==> config.mk <==
export PLATFORM = sky130hd
export DESIGN_NAME = seg_display_driver
export DESIGN_NICKNAME = d
export VERILOG_FILES = /design/src/rtl/seg_display_driver.sv
export SDC_FILE = /design/constraint.sdc
export NUM_CORES = 1
export LEC_CHECK = 0
export BUFFER_PORTS_ARGS = -buffer_cell sky130_fd_sc_hd__clkbuf_2
export CORE_ASPECT_RATIO = 1.4
export CORE_MARGIN = 2
export CORE_UTILIZATION = 50
export DETAILED_ROUTE_END_ITERATION = 12
export GPL_TIMING_DRIVEN = 0
export PLACE_DENSITY_LB_ADDON = 0.08
export SLEW_MARGIN = 20
export SYNTH_ARGS = -nofsm -noshare
export SYNTH_HDL_FRONTEND = slang
export SYNTH_SLANG_ARGS = --single-unit
export TNS_END_PERCENT = 10
==> constraint.sdc <==
create_clock -name clk -period 1.8 [get_ports clk]
set_clock_uncertainty 0.1 [all_clocks]
set_input_delay 0.18 -clock clk [delete_from_list [all_inputs] [get_ports clk]]
set_output_delay 0.18 -clock clk [all_outputs]
set_load 0.05 [all_outputs]
==> src/rtl/seg_display_driver.sv <==
// Drives a 4-digit multiplexed 7-segment display from a 13-bit binary value.
// A bit-serial double-dabble engine converts to BCD; the scan shows only completed results.
module seg_display_driver #(
  parameter int SCAN_DIV      = 50000,
  parameter int BLANK_LEADING = 1
) (
  input  logic        clk,
  input  logic        rst_n,
  input  logic [12:0] value,
  input  logic        load,
  input  logic        halt,
  output logic        busy,
  output logic        done,
  output logic [7:0]  seg,
  output logic [3:0]  dig
);

  localparam int DIV_W = (SCAN_DIV > 1) ? $clog2(SCAN_DIV) : 1;
  localparam logic [DIV_W-1:0] DIV_LAST = DIV_W'(SCAN_DIV - 1);

  typedef enum logic [1:0] {IDLE, CONV, WRITE} state_t;

  state_t         state, state_nxt;
  logic [12:0]    shift_q;
  logic [15:0]    bcd_q;
  logic [15:0]    disp_q;
  logic [3:0]     iter_q;
  logic           pend_q;
  logic [12:0]    pend_val;
  logic [DIV_W-1:0] div_q;
  logic [1:0]     idx_q;

  logic           start;
  logic [12:0]    start_val;
  logic           write_en;
  logic [3:0]     nib;
  logic           upper_zero;
  logic [7:0]     seg_nxt;

  function automatic logic [15:0] dabble_adj(input logic [15:0] b);
    logic [15:0] r;
    r = b;
    for (int i = 0; i < 4; i++) begin
      if (b[i*4 +: 4] >= 4'd5) r[i*4 +: 4] = b[i*4 +: 4] + 4'd3;
    end
    return r;
  endfunction

  function automatic logic [7:0] seg_code(input logic [3:0] d);
    case (d)
      4'd0:    seg_code = 8'hC0;
      4'd1:    seg_code = 8'hF9;
      4'd2:    seg_code = 8'hA4;
      4'd3:    seg_code = 8'hB0;
      4'd4:    seg_code = 8'h99;
      4'd5:    seg_code = 8'h92;
      4'd6:    seg_code = 8'h82;
      4'd7:    seg_code = 8'hF8;
      4'd8:    seg_code = 8'h80;
      4'd9:    seg_code = 8'h90;
      default: seg_code = 8'hFF;
    endcase
  endfunction

  // A load seen in WRITE wins over an older pending value and restarts immediately.
  always_comb begin
    state_nxt = state;
    start     = 1'b0;
    start_val = value;
    write_en  = 1'b0;
    case (state)
      IDLE: begin
        if (load) begin
          start     = 1'b1;
          state_nxt = CONV;
        end
      end
      CONV: begin
        if (iter_q == 4'd12) state_nxt = WRITE;
      end
      WRITE: begin
        write_en = 1'b1;
        if (load || pend_q) begin
          start     = 1'b1;
          start_val = load ? value : pend_val;
          state_nxt = CONV;
        end else begin
          state_nxt = IDLE;
        end
      end
      default: state_nxt = IDLE;
    endcase
  end

  // Stage boundary: conversion engine, pending slot and display register
  always_ff @(posedge clk or negedge rst_n) begin
    if (!rst_n) begin
      state    <= IDLE;
      busy     <= 1'b0;
      done     <= 1'b0;
      shift_q  <= '0;
      bcd_q    <= '0;
      iter_q   <= '0;
      disp_q   <= '0;
      pend_q   <= 1'b0;
      pend_val <= '0;
    end else begin
      state <= state_nxt;
      busy  <= (state_nxt != IDLE);
      done  <= write_en;
      if (start) begin
        shift_q <= start_val;
        bcd_q   <= '0;
        iter_q  <= '0;
      end else if (state == CONV) begin
        {bcd_q, shift_q} <= {dabble_adj(bcd_q), shift_q} << 1;
        iter_q           <= iter_q + 4'd1;
      end
      if (write_en) disp_q <= bcd_q;
      if (start) begin
        pend_q <= 1'b0;
      end else if (load && state != IDLE) begin
        pend_q   <= 1'b1;
        pend_val <= value;
      end
    end
  end

  always_comb begin
    nib = disp_q[{idx_q, 2'b00} +: 4];
    case (idx_q)
      2'd3:    upper_zero = (disp_q[15:12] == 4'd0);
      2'd2:    upper_zero = (disp_q[15:8]  == 8'd0);
      2'd1:    upper_zero = (disp_q[15:4]  == 12'd0);
      default: upper_zero = 1'b0;
    endcase
    if (halt)                                  seg_nxt = 8'hBF;
    else if (BLANK_LEADING != 0 && upper_zero) seg_nxt = 8'hFF;
    else                                       seg_nxt = seg_code(nib);
  end

  // Stage boundary: scan divider and registered display outputs
  always_ff @(posedge clk or negedge rst_n) begin
    if (!rst_n) begin
      div_q <= '0;
      idx_q <= '0;
      seg   <= 8'hFF;
      dig   <= 4'hF;
    end else begin
      if (div_q == DIV_LAST) begin
        div_q <= '0;
        idx_q <= idx_q + 2'd1;
      end else begin
        div_q <= div_q + DIV_W'(1);
      end
      seg <= seg_nxt;
      dig <= ~(4'b0001 << idx_q);
    end
  end

endmodule
==> results of run 1 <==
[sequential cells by signal (all words and copies together) (netlist names), 4 cells and up]
| signal | flops |
|---|---|
| div_q | 16 |
| dig | 4 |
| shift_q | 13 |
| seg | 7 |
| pend_val | 13 |
| iter_q | 4 |
| bcd_q | 16 |
| disp_q | 16 |
[Yosys cell counts (9+ instances only)]
library cell / instances
nand2b_1: 12
dfrtp_1: 85
ha_1: 21
clkbuf_1: 9
nor2_1: 18
nand3_1: 16
dfstp_2: 11
inv_1: 23
o21ai_0: 22
o22ai_1: 9
nand2_1: 61
mux2_2: 25
a221o_1: 11
xor2_1: 13
a21oi_1: 20
xnor2_1: 9
[logic make-up (layout without fill, tap and decap cells)]
logic type / after synthesis / after routing / synth area share
mux: 32 / 32 / 0.0886
other cells: 1 / 1 / 0.000802
xor+xnor: 22 / 22 / 0.0412
buf+inv: 44 / 113 / 0.0417
compound gates: 79 / 79 / 0.108
fa+ha+maj: 21 / 21 / 0.0562
simple gates: 137 / 137 / 0.147
flops: 96 / 96 / 0.517
[routing by layer]
| layer | GRT usage | up-vias | wire length (µm) |
|---|---|---|---|
| met1 | 0.230 | 1652 | 3890 |
| met4 | 0.0972 | 0 | 250 |
| li1 | - | 1634 | - |
| met3 | 0.0328 | 17 | 192 |
| met5 | 0 | - | 0 |
| met2 | 0.346 | 43 | 4870 |
[metrics by stage]
stage | setup slack [ns] | utilization | cell area [µm²]
after detailed placement | -0.173 | 0.550 | 4990
after floorplan | 0.0229 | - | 4680
final | -0.0314 | 0.616 | 5600
after global placement | -0.733 | 0.546 | 4960
after global routing | -0.100 | 0.616 | 5600
after CTS | -0.0222 | 0.613 | 5560
[layout make-up]
class                      count  area share
buffer                        20      0.0206
clock buffer                  11      0.0434
clock inverter                 5      0.0145
inverter                      23      0.0154
multi-input combinational    292       0.378
sequential                    96       0.432
tap                          107      0.0239
timing repair buffer          54      0.0720
[report_power, final]
part / total [µW] / internal (µW) / switching (µW) / leakage [µW]
Combinational: 2640 / 1190 / 1450 / 0.00119
Sequential: 3300 / 2830 / 471 / 0.00120
Clock: 2070 / 1260 / 810 / 0.000156
Total: 8000 / 5270 / 2730 / 0.00255
[how the worst min path moves through the flow]
stage / end / slack (ns) / cells after the start
2_1_floorplan: bcd_q[0] / -0.22 / 0
3_3_place_gp: seg[6] / 0.22 / 2
3_5_place_dp: disp_q[11] / 0.01 / 1
4_1_cts: pend_q / 0.03 / 2
5_1_grt: pend_q / 0.08 / 2
6_report: pend_q / 0.06 / 2
[timing repair]
| action | in CTS | in global routing |
|---|---|---|
| setup endpoints to repair | 35 | 34 |
| endpoints found under the hold margin | 71 | 0 |
| resized for setup | 12 | 16 |
| gates cloned | 1 | 0 |
| hold buffers | 15 | 0 |
| pin swaps | 7 | 8 |
| setup buffers | 8 | 0 |
==> impl_metrics.tcl, run 1 <==
set metrics [dict create \
    status "finished, violations left" \
    violations "DRC, setup timing" \
    rr_endpoint "seg[4]" \
    drc 3 \
    grt-ovfl-total 0 \
    clock_sinks 96 \
    multi_input_area_um2 2120 \
    syn-num-nets 470 \
    crit_type "reg -> reg" \
    grt_start_max_net_pins 62 \
    io_buffers 29 \
    clk_pin_slew_worst_paths_ns 0.06 \
    syn_avg_cell_area_um2 10.8 \
    worstHoldPathType "in -> reg" \
    grt_pass1_vias 3413 \
    fill_cells 746 \
    dieWidth_um 85.7 \
    vias 3346 \
    rrSetupSlack_ns -0.03 \
    antennaDiodeCount 0 \
    gp_congestion 0.813 \
    fin_crit_ns 1.83 \
    cp.required_ns 1.96 \
    avgViaCountPerCell 5.50 \
    core_um2 9080 \
    start_util 0.515 \
    r2r_cells 7 \
    crit_end "seg[4]" \
    ys_seq_area_frac 0.517 \
    num-nets-final 534 \
    final_common_cell "dfrtp_1" \
    yosysTopAreaCell "dfrtp_1" \
    synth_top_area_share 0.455 \
    hold_slack_ns 0.0571 \
    setup_viol 5 \
    hold_viol_final 0 \
    critPathBufInv 2 \
    first_pass_iters 10 \
    ff_latch_area_um2 2420 \
    worst_pin_slew_ns 0.537 \
    clock-root-buffer "clkbuf_16" \
    regToRegStartpoint "idx_q[1]" \
    worstSetupEndpointType "register" \
    synth_ff_type "dfrtp_1" \
    chipHeight_um 118 \
    critPathSlowestCell "mux4_2" \
    power_leakage_uw 0.00255 \
    critPathMaxFanout 5 \
    startpoint "idx_q[1]" \
    wl_per_cell_um 15.1 \
    gr-usage-all-layers 0.198 \
    fmax_ghz 0.546 \
    power_density_nw_per_um2 1430 \
    yosysUniqueCellTypes 50 \
    fin_crit_sh 1.02 \
    drt_wl_total_um 9210 \
    hpwlAfterDp_um 6350 \
    crit_path_max_incr_delay_ns 0.55 \
    area.growth.synth_to_final_pct 19.7 \
    max-vdd-ir-drop_mv 0.734 \
    drtIter0Drc 212 \
    ys_async_sr_fraction 1.00 \
    dieArea_um2 10200 \
    hp-start "load" \
    crit_path_start_kind "register" \
    dp.cells 569 \
    synth_cells 432 \
    cp_cell_sequence "buf_6, mux4_2, inv_2, ha_2, nor2b_1, a211oi_2, o21ai_1" \
    antenna_found_initial 0 \
    fin_setup_tns_ns -0.0738 \
    stdcell_count 608 \
    arrival_ns 2.00 \
    ys_warn_count 0 \
    cts_htree_levels 3 \
    rsz0062_at_grt "true" \
    io_pins 31 \
    most-common-layout-cells "83 x dfrtp_1, 61 x nand2_1, 33 x clkbuf_2, 25 x mux2_2" \
    critical_path_depth 7 \
    cp_top_family "multiplexers" \
    synth.ff_latch_count 96 \
    clockBufferDepth 2 \
    cts_made_buffers 9 \
    synth_edf_count 0 \
    synth_area_leaders "dfrtp_1 45%, dfstp_2 6.2%, mux2_2 6.0%" \
    worstSkewPairLatency_ns 0.35 \
    synthesis.area_um2 4680 \
    slew_headroom 0.642 \
    antenna_left 0 \
    tritoncts "yes" \
    max_cap_violations 0 \
    fin_total_pwr_uw 8000 \
    finalWorstSetupSlack_ns -0.0314 \
    maxSlewViolCount 0 \
    drive_above_1_share 0.265 \
    grt_pass1_wl_um 15800 \
    rows 41 \
]
No activity file was read; power rests on OpenSTA's default activity.
==> run 2, diff against run 1 <==
- CORE_ASPECT_RATIO: 1.4 -> not set
==> run 2 against run 1 <==
Net effect: the flow finishes with violations (setup timing); design area is 1.2% lower; global-route usage fell by 0.43 points; utilization is 1.2 points lower; via count decreased by 0.39%; non-clock buffer count is 4 higher; sequential power barely moved; count of clock-buffer cells in the layout shrank 1; die area decreased by 0.11%; sequential share of layout area grew 0.55 points; hold slack worse by 0.0046 ns; critical path depth fell by 1.
==> impl_metrics.tcl, run 2 (synthesis results as in run 1) <==
set metrics [dict create \
    status "finished, violations left" \
    violations "setup timing" \
    drt_wl_total_um 9010 \
    power_density_nw_per_um2 1330 \
    fmax_ghz 0.545 \
    critPathMaxFanout 5 \
    crit_path_start_kind "register" \
    worstSetupEndpointType "register" \
    multi_input_area_um2 2140 \
    postPlaceCellArea_um2 5000 \
    power_leakage_uw 0.00251 \
    crit_type "reg -> reg" \
    hpwlAfterDp_um 6020 \
    worst_pin_slew_ns 0.526 \
    clk_pin_slew_worst_paths_ns 0.08 \
    vias 3333 \
    reg_top3 "bcd_q: 16 flops, disp_q: 16 flops, div_q: 16 flops" \
    finalWorstSetupSlack_ns -0.0349 \
    gr-usage-all-layers 0.193 \
    max_cap_violations 0 \
    worstSkewPairLatency_ns 0.35 \
    switching_share 0.361 \
    dp.cells 573 \
    worstHoldPathType "in -> reg" \
    chipHeight_um 101 \
    clock_sinks 96 \
    start_util 0.511 \
    io_pins 31 \
    final_area_um2 5530 \
    rsz0062_at_grt "true" \
    p_clk_frac 0.190 \
    final_common_cell "dfrtp_1" \
    drive_above_1_share 0.278 \
    grt_start_max_net_pins 54 \
    clock-root-buffer "clkbuf_8" \
    fill_cells 771 \
    first_pass_iters 4 \
    drtIter0Drc 126 \
    rows 35 \
    wl_per_cell_um 14.7 \
    grt_pass1_vias 3348 \
    antenna_left 0 \
    p_int_uw 4720 \
    max-vdd-ir-drop_mv 0.501 \
    core_um2 9150 \
    io_buffers 29 \
    most-common-layout-cells "82 x dfrtp_1, 61 x nand2_1, 30 x clkbuf_2, 25 x mux2_2, 20 x o21ai_0" \
    antenna_found_initial 0 \
    grt-ovfl-total 0 \
    drc 0 \
    fin_crit_ns 1.83 \
    num-nets-final 538 \
    clockBufferDepth 2 \
    fin_setup_tns_ns -0.0825 \
    cp.required_ns 1.98 \
    dieWidth_um 101 \
    slew_headroom 0.650 \
    cts_htree_levels 3 \
    gp_congestion 0.769 \
    avgViaCountPerCell 5.42 \
    fin_crit_sh 1.02 \
    cts_made_buffers 9 \
    setup_viol 4 \
    grt_pass1_wl_um 15500 \
    tritoncts "yes" \
    area.growth.synth_to_final_pct 18.2 \
    seqPwrFrac 0.448 \
    stdcell_count 615 \
    antennaDiodeCount 0 \
    maxSlewViolCount 0 \
    hold_viol_final 0 \
    dieArea_um2 10100 \
    ff_latch_area_um2 2420 \
    comb_power_share 0.362 \
    arrival_ns 2.01 \
    power_switching_uw 2660 \
]
-- run 2: changes by cell type in the layout (fill, tap and decap cells not counted), moves of 2 or more --
cell and delta:
ha_2 -2, inv_1 -2, inv_2 +2, buf_4 +5, clkbuf_2 -3, clkbuf_8 +9, clkbuf_16 -9
-- run 2: worst paths after layout --
| path | to | start | depth (start not counted) | slack, ns |
|---|---|---|---|---|
| min in group asynchronous | disp_q[9] | rst_n | 2 | 0.22 |
| worst min register to register | bcd_q[0] | shift_q[12] | 2 | 0.39 |
| worst max register to register | seg[6] | idx_q[1] | 6 | -0.03 |
| worst max-delay path | seg[6] | idx_q[1] | 6 | -0.03 |
| max in group asynchronous | dig[2] | rst_n | 3 | 0.77 |
| worst min-delay path | pend_q | load | 2 | 0.05 |
-- run 2: per-stage QoR --
step	util	total power, µW	worst slack, ns	hold WS, ns
after floorplan	-	5130	0.0229	-0.216
after global placement	0.542	5680	-0.740	0.222
after detailed placement	0.546	5780	-0.119	0.0452
after CTS	0.592	7300	-0.0208	0.0231
after global routing	0.604	7890	-0.0922	0.0704
final	0.604	7380	-0.0349	0.0525
-- run 2: cell type report --
type,instances,share of cell area
Tap cell,111,0.0251
Sequential cell,96,0.438
Clock inverter,5,0.0102
Clock buffer,10,0.0249
Timing Repair Buffer,59,0.0797
Inverter,23,0.0156
Multi-Input combinational cell,292,0.387
Buffer,19,0.0201
-- run 2: power groups by stage --
stage / registers [µW] / clock network (µW) / logic (µW)
after detailed placement: 3290 / 0 / 2490
final: 3300 / 1400 / 2670
after global placement: 3280 / 0 / 2410
after global routing: 3390 / 1530 / 2970
after floorplan: 3370 / 0 / 1760
after CTS: 3280 / 1450 / 2560
-- run 2: what timing repair did --
action,CTS,global route
buffers inserted,7,6
pin swaps,5,7
gates resized for setup,9,21
endpoints found under the hold margin,58,0
hold buffers,15,0
setup endpoints to repair,34,35
gates cloned,1,0
-- run 2: worst max-delay path, cell delays in order (launching register included) --
cell and delay, ns:
dfrtp_1 0.38, buf_6 0.13, mux4_2 0.57, buf_4 0.18, xnor2_1 0.16, o22ai_1 0.09
a21oi_1 0.16
-- run 2: layer usage --
metal	track usage	up-vias	wire length, µm
met5	0	-	0
met4	0.0727	0	153
met3	0.0270	12	197
met2	0.319	42	4440
met1	0.260	1630	4220
li1	-	1649	-
==> run 3, diff against run 2 <==
- CELL_PAD_IN_SITES_DETAIL_PLACEMENT: not set -> 0
- CELL_PAD_IN_SITES_GLOBAL_PLACEMENT: not set -> 1
- CORE_UTILIZATION: 50 -> 45
- CTS_BUF_LIST: not set -> sky130_fd_sc_hd__clkbuf_8
==> run 3 against run 2 <==
Net effect: the run still ends with setup timing left; count of clock-buffer cells in the layout did not move; sequential share of layout area fell by 0.37 points; clock power fell by 11%; total power fell by 0.70%; critical endpoint is now seg[2]; cell count rose by 4.1%; via count fell by 0.51%; non-clock buffer count fell by 1.
==> impl_metrics.tcl, run 3 (synthesis results as in run 1) <==
set metrics [dict create \
    hold_viol_final 0 \
    worst_pin_slew_ns 0.530 \
    dieWidth_um 106 \
    fmax_ghz 0.538 \
    final_common_cell "dfrtp_1" \
    antenna_left 0 \
    path_common_cell "buf_6" \
    maxSlewViolCount 0 \
    vias 3316 \
    clock-root-buffer "clkbuf_8" \
    crit_path_start_kind "register" \
    rows 37 \
    worstHoldPathType "in -> reg" \
    worstSetupEndpointType "register" \
    cp.required_ns 1.97 \
    post-place-ws_ns -0.110 \
    hpwlAfterDp_um 6210 \
    clockBufferDepth 2 \
    antennaDiodeCount 0 \
    io_buffers 29 \
    grt_start_max_net_pins 50 \
    avgViaCountPerCell 5.18 \
    gr-usage-all-layers 0.177 \
    multi_input_area_um2 2180 \
    gp_congestion 0.804 \
    fill_cells 942 \
    slew_headroom 0.646 \
    power_density_nw_per_um2 1310 \
    arrival_ns 2.02 \
    io_pins 31 \
    reg_top3 "bcd_q: 16 flops, disp_q: 16 flops, div_q: 16 flops" \
    drtIter0Drc 91 \
    most-common-layout-cells "81 x dfrtp_1, 61 x nand2_1, 32 x clkbuf_2, 25 x mux2_2, 21 x inv_1" \
    cp_cell_sequence "buf_6, mux4_2, buf_6, o21ai_0, o311ai_2" \
    chipHeight_um 106 \
    ff_latch_area_um2 2420 \
    worstSkewPairLatency_ns 0.36 \
    core_um2 10200 \
    area.growth.synth_to_final_pct 19.3 \
    violations "setup timing" \
    clock_sinks 96 \
    clk_pin_slew_worst_paths_ns 0.09 \
    dieArea_um2 11200 \
    wl_per_cell_um 14.5 \
    critPathSlowestCell "mux4_2" \
    first_pass_iters 4 \
    start_util 0.459 \
    max-vdd-ir-drop_mv 0.615 \
    drc 0 \
    fin_crit_sh 1.03 \
    power_leakage_uw 0.00252 \
    max_cap_violations 0 \
    drive_above_1_share 0.280 \
    num-nets-final 537 \
    postPlaceCellArea_um2 5030 \
    crit_path_max_incr_delay_ns 0.58 \
    final_util 0.548 \
    antenna_found_initial 0 \
    cts_made_buffers 9 \
    rsz0062_at_grt "true" \
    setup_viol 7 \
    critPathMaxFanout 5 \
    cts_htree_levels 3 \
    grt_pass1_vias 3296 \
    grt-ovfl-total 0 \
    fin_crit_ns 1.86 \
    drt_wl_total_um 9280 \
    status "finished, violations left" \
    fin_setup_tns_ns -0.182 \
    tritoncts "yes" \
    grt_pass1_wl_um 15800 \
    final_area_um2 5580 \
    finalWorstSetupSlack_ns -0.0589 \
    crit_type "reg -> reg" \
]
==> run 3: timing repair <==
action                                  CTS  global route
endpoints found under the setup margin   37            32
cloned                                    0             0
hold buffers                             15             0
pin swaps                                 7            11
buffers inserted                          7             5
endpoints found under the hold margin    67             0
gates resized for setup                  12            31
==> run 3: path summary, 6_finish.rpt <==
check	start	end	slack [ns]	cells after the start
min in group asynchronous	rst_n	div_q[4]	0.22	2
max	idx_q[1]	seg[2]	-0.06	5
max in group asynchronous	rst_n	seg[1]	0.80	3
max reg2reg	idx_q[1]	seg[2]	-0.06	5
min reg2reg	shift_q[12]	bcd_q[0]	0.39	2
min	load	pend_q	0.05	2
==> run 3: area by class of cell <==
class | count | area share
repair buffers | 57 | 0.0789
clock inverters | 6 | 0.00516
well taps | 136 | 0.0305
multi-input cells | 292 | 0.390
clock buffers | 10 | 0.0247
plain buffers | 20 | 0.0204
flip-flops and latches | 96 | 0.434
inverters | 23 | 0.0159
==> run 3: stage by stage <==
stage               std cells  hold WS (ns)  total power, µW
floorplan                 432        -0.216             5130
global placement          597         0.222             5730
detailed placement        598        0.0584             5800
CTS                       635        0.0162             7200
global route              640        0.0517             7880
finish                    640        0.0463             7330
==> run 3: routing by layer <==
metal	up-vias	wire [µm]	GRT usage	part of all wire
met5	-	0	0	0
met4	0	110	0.0367	0.012
li1	1639	-	-	-
met3	8	265	0.0460	0.029
met1	1627	4300	0.235	0.46
met2	42	4600	0.295	0.50
==> run 3: worst max-delay path: cells and delay by family, from the launching register on <==
family	cells	cell delay, ns
flip-flops	1	0.38
multiplexers	1	0.58
buffers and inverters	2	0.29
AO/OA/AOI/OAI	2	0.42
==> run 3: power by group <==
group | switching (µW) | internal [µW]
sequential | 477 | 2820
combinational | 1490 | 1290
clock | 722 | 522
